### config.mk
export PLATFORM = sky130hd
export DESIGN_NAME = waw_wb_ctrl
export DESIGN_NICKNAME = d
export VERILOG_FILES = /design/src/rtl/waw_pkg.sv /design/src/rtl/waw_wb_ctrl.sv
export SDC_FILE = /design/constraint.sdc
export NUM_CORES = 1
export LEC_CHECK = 0
export CAP_MARGIN = 20
export CORE_ASPECT_RATIO = 0.7
export CORE_UTILIZATION = 30
export DETAILED_ROUTE_END_ITERATION = 8
export DONT_BUFFER_PORTS = 1
export GPL_TIMING_DRIVEN = 0
export HOLD_SLACK_MARGIN = 0.06
export PLACE_DENSITY = 0.45
export SLEW_MARGIN = 40
export SYNTH_ARGS = -nofsm -noshare
export SYNTH_HDL_FRONTEND = slang
export SYNTH_SLANG_ARGS = --single-unit
### constraint.sdc
create_clock -name clk_i -period 2.1 [get_ports clk_i]
set_input_delay 0.21 -clock clk_i [delete_from_list [all_inputs] [get_ports clk_i]]
set_output_delay 0.21 -clock clk_i [all_outputs]
set_load 0.03 [all_outputs]
### src/rtl/waw_pkg.sv
// Shared definitions for the write-after-write tracking FIFO and its writeback consumer.
// Ports: none (package only): tracking-entry layout, widths, controller state encoding.
// Hit function: matches the two younger-writer issue strobes against a destination register.
package waw_pkg;

  localparam int RegAddrW   = 5;
  localparam int TrkW       = 6;
  localparam int WawLiveBit = 5;

  // One tracking entry: live flag above the destination register address.
  typedef struct packed {
    logic                live;
    logic [RegAddrW-1:0] addr;
  } trk_entry_t;

  // Writeback controller: either nothing held, or one entry waiting to retire.
  typedef enum logic {
    EMPTY = 1'b0,
    HOLD  = 1'b1
  } wb_state_t;

  // True when either younger writer issued this cycle targets addr.
  function automatic logic waw_hit(
    input logic [1:0]          req,
    input logic [RegAddrW-1:0] a0,
    input logic [RegAddrW-1:0] a1,
    input logic [RegAddrW-1:0] addr
  );
    return (req[0] && (a0 == addr)) || (req[1] && (a1 == addr));
  endfunction

endpackage

### src/rtl/waw_wb_ctrl.sv
// Pairs popped WaW tracking entries with in-order result responses in a one-entry hold register.
// Ports: tracking pop (trk_*), response accept (resp_*), younger-writer strobes (waw_*), RF write (rf_*), scoreboard release (sb_*), err_o.
// Latency: accept in N, write request / suppressed retire in N+1; 1/cycle with grant held high, pops stall while a write waits.
module waw_wb_ctrl
  import waw_pkg::*;
#(
  parameter int DataW = 32
) (
  input  logic                clk_i,
  input  logic                rst_ni,
  input  logic                flush_i,
  input  logic                trk_valid_i,
  input  logic [TrkW-1:0]     trk_data_i,
  output logic                trk_rdy_o,
  input  logic                resp_valid_i,
  input  logic [DataW-1:0]    resp_data_i,
  input  logic                resp_err_i,
  output logic                resp_rdy_o,
  input  logic [1:0]          waw_req_i,
  input  logic [RegAddrW-1:0] waw_addr0_i,
  input  logic [RegAddrW-1:0] waw_addr1_i,
  output logic                rf_we_o,
  output logic [RegAddrW-1:0] rf_waddr_o,
  output logic [DataW-1:0]    rf_wdata_o,
  input  logic                rf_gnt_i,
  output logic                sb_clr_o,
  output logic [RegAddrW-1:0] sb_clr_addr_o,
  output logic                err_o
);

  wb_state_t           state_q, state_d;
  trk_entry_t          trk_in;

  // Hold register
  logic                live_q;
  logic [RegAddrW-1:0] addr_q;
  logic [DataW-1:0]    data_q;
  logic                err_q;

  logic                held;
  logic                need_wr;
  logic                retire;
  logic                accept;
  logic                hold_hit;
  logic                in_hit;

  assign trk_in = trk_entry_t'(trk_data_i);
  assign held   = (state_q == HOLD);

  // Only a live, error-free entry with a real destination (r0 excluded) writes.
  assign need_wr = live_q && !err_q && (addr_q != '0);

  // Suppressed entries leave without waiting for a grant. A flush cycle never
  // retires (a grant seen then is ignored), and a reset cycle never retires so
  // a discarded entry issues no release pulse.
  assign retire = rst_ni && !flush_i && held && (need_wr ? rf_gnt_i : 1'b1);

  // Both sides pop together; a free slot exists when empty or when the held
  // entry retires this cycle, giving one entry per cycle under a held grant.
  assign accept = rst_ni && !flush_i && trk_valid_i && resp_valid_i && (!held || retire);

  // Same clearing rule the FIFO applies, checked against the held entry and
  // against the entry arriving this cycle (which the FIFO no longer sees).
  assign hold_hit = waw_hit(waw_req_i, waw_addr0_i, waw_addr1_i, addr_q);
  assign in_hit   = waw_hit(waw_req_i, waw_addr0_i, waw_addr1_i, trk_in.addr);

  // ---------------------------------------------------------------------------
  // State register
  // ---------------------------------------------------------------------------
  always_ff @(posedge clk_i) begin
    if (!rst_ni) begin
      state_q <= EMPTY;
    end else begin
      state_q <= state_d;
    end
  end

  // ---------------------------------------------------------------------------
  // Next-state logic
  // ---------------------------------------------------------------------------
  always_comb begin
    state_d = state_q;
    if (flush_i) begin
      state_d = EMPTY;
    end else if (accept) begin
      state_d = HOLD;
    end else if (retire) begin
      state_d = EMPTY;
    end
  end

  // ---------------------------------------------------------------------------
  // Hold register
  // ---------------------------------------------------------------------------
  always_ff @(posedge clk_i) begin
    if (!rst_ni) begin
      live_q <= 1'b0;
      addr_q <= '0;
      data_q <= '0;
      err_q  <= 1'b0;
    end else if (accept) begin
      live_q <= trk_in.live && !in_hit;
      addr_q <= trk_in.addr;
      data_q <= resp_data_i;
      err_q  <= resp_err_i;
    end else if (held && !retire && !flush_i) begin
      // A superseded waiting entry drops its write; it then retires next cycle.
      live_q <= live_q && !hold_hit;
    end
  end

  // ---------------------------------------------------------------------------
  // Output logic
  // ---------------------------------------------------------------------------
  always_comb begin
    trk_rdy_o     = accept;
    resp_rdy_o    = accept;
    rf_we_o       = held && need_wr;
    rf_waddr_o    = addr_q;
    rf_wdata_o    = data_q;
    // Errored live entries still free their scoreboard bit.
    sb_clr_o      = retire && live_q && (addr_q != '0);
    sb_clr_addr_o = addr_q;
    err_o         = retire && err_q;
  end

endmodule

==> summary.txt <==
Run status = finished with violations
Violated checks = setup timing
Die footprint = 6059 um^2
Final WL = 4895 um
Storage cell area = 810.8 um^2
Grt ovf = 0
Final setup violation count = 1
First-pass GRT wire length = 7638 um
Via Count = 1604
Clock Sinks = 40
Pwr dens = 626.7 nW/um^2
Most common cell after layout, fill and taps aside = nand2_1
Cell variety after synth = 25
#FFs+latches synth = 40
N_diodes = 0
Vias in the first global route = 1529
Slew HR = 0.5907
Syn_nets = 275
Setup_tns = -11.68 ps
Share of cells above drive strength 1 = 0.1423
Pins Over Slew Limit = 0
Via density = 4.732
Max FO, Critical Path = 6
Design Area, Final = 2392 um^2
Data arrival, critical path = 1900 ps
Root Driver = clkbuf_8
Detail Route Antenna Nets = 0
Clock Pin Slew Worst Setup and Hold Paths = 70 ps
Core Region = 5395 um^2
Req. time, crit path = 1890 ps
Multi-input logic area = 839.6 um^2
Total of max-cap violations = 0
Die extent in x = 92.61 um
Startpoint type of the worst setup path = flip-flop
Area delta synth->final = 38.75%
Most frequent cells in the layout = nand2_1 (78), a21oi_1 (37), dfxtp_1 (36)
Pre-Repair DR Iteration Count = 4
Tmin final = 2112 ps
Final period utilization = 1.006
Placement Setup Slack = -115.2 ps
# fillers = 573
RSZ-0062 raised after global routing = true
DR DRC count = 0
CTS buffer count = 5
Num ports = 104
Initial antenna violation count = 0
Row count = 22
Mapped Cells = 218
Placer Congestion = 0.8131
Fmax = 473.6 MHz
Total GRT Usage = 0.1660
Crit path capture type = primary output
Post-route setup slack = -11.68 ps
Starting Density = 0.3196
Deepest clock path buffer count = 2
Pleak = 0.8585 nW
Post-layout util = 0.4434
NumNets Final = 323
1st-iter DRT viols = 45
Area of the mapped netlist = 1724 um^2
H-tree levels = 2
Design Power = 1.499 mW
Mean post-synth cell area = 7.909 um^2
Hold Path Class = in2reg
Slew @ Worst Pin = 613.1 ps
Synth top area cells = dfxtp_1 (46%), nand2_1 (17%), a21oi_1 (11%)
Worst clock skew = 8.100 ps
Leading area contributor after synthesis = dfxtp_1
Largest net degree at the start of global routing = 20
Register area share after synthesis = 0.4644
Final Hold Fails = 0
Post-DP Area = 1814 um^2
IO buf count = 0
CTS tree = done
Peak VDD IR = 0.3088 mV
Critical setup path kind = reg2out
Synthesis Warnings = 0
WL/cell = 14.44 um
DIE HEIGHT = 65.43 um
Hpwl dp = 3415 um
Top-area cell type share of the netlist area = 0.4644
Worst skew pair latency = 290 ps
==> Yosys cell counts, drive strengths merged <==
library cell,n
inv,2
a211oi,2
nand4,2
dfxtp,40
nand3,4
nor4,4
nor2,3
or4,1
xnor2,4
buf,12
xor2,16
nand2,78
clkbuf,6
a21boi,1
a21oi,38
and3,1
o211ai,1
o21ai,2
nor4bb,1
==> layer usage <==
layer	track usage	vias to the layer above	routed length (um)
met5	0	-	0
met4	0.04615	0	42
met3	0.06250	4	505
met2	0.2361	72	1987
met1	0.2328	728	2360
li1	-	800	-
==> state kept, by name, summed over array words and instances (netlist names) <==
signal	flops
rf_wdata_o	32
live_q	1
err_q	1
rf_waddr_o	5
held	1
==> final timing paths <==
check                                           startpoint                     endpoint  slack, ps  depth (start not counted)
worst max register to register  rf_waddr_o[2]$_SDFFE_PN0P_  rf_wdata_o[29]$_SDFFE_PN0P_         80                          9
worst max-delay path            rf_waddr_o[2]$_SDFFE_PN0P_                    trk_rdy_o        -10                          6
worst min register to register         live_q$_SDFFE_PN0P_          live_q$_SDFFE_PN0P_        500                          2
worst min-delay path                       resp_data_i[27]  rf_wdata_o[27]$_SDFFE_PN0P_         70                          2
==> metrics by stage <==
stage                     std cells  hold WS [ps]
after detailed placement        290         354.8
after CTS                       332         60.69
after global placement          290         348.4
final                           339         68.19
after global routing            339         61.08
after floorplan                 218         346.0
==> cell type report <==
cell class,instances,area share
Buffer,17,0.05387
Clock buffer,8,0.03766
Inverter,2,0.004184
Multi-Input combinational cell,158,0.3509
Sequential cell,40,0.3389
Tap cell,72,0.03766
Timing Repair Buffer,42,0.1768
==> power breakdown <==
part | leakage [nW] | internal [mW] | total [mW] | switching (mW)
logic | 0.487 | 0.0909 | 0.161 | 0.0698
clock network | 0.0455 | 0.268 | 0.522 | 0.254
registers | 0.326 | 0.772 | 0.816 | 0.0438
==> cell families (layout without fill, tap and decap cells) <==
family,count (synthesis),in the layout,share of synthesized area
AND/OR/NAND/NOR,94,94,0.2293
AO/OA/AOI/OAI,44,44,0.1386
XOR/XNOR,20,20,0.1016
flip-flops,40,40,0.4644
buffers and inverters,20,69,0.06603
==> worst max-delay path, stage by stage, from the launching register on <==
cell	delay [ps]
dfxtp_4	410
or4_4	570
o21ai_4	170
nand4_4	120
inv_4	100
buf_12	130
buf_8	120
==> what timing repair did <==
action | in CTS | in global routing
pin swaps | 3 | 2
cloned | 1 | 0
resized for setup | 13 | 8
endpoints found under the setup margin | 16 | 43
hold endpoints to repair | 29 | 4
hold buffers | 29 | 4
setup buffers | 5 | 3
Power figures use the tool's default switching activity.
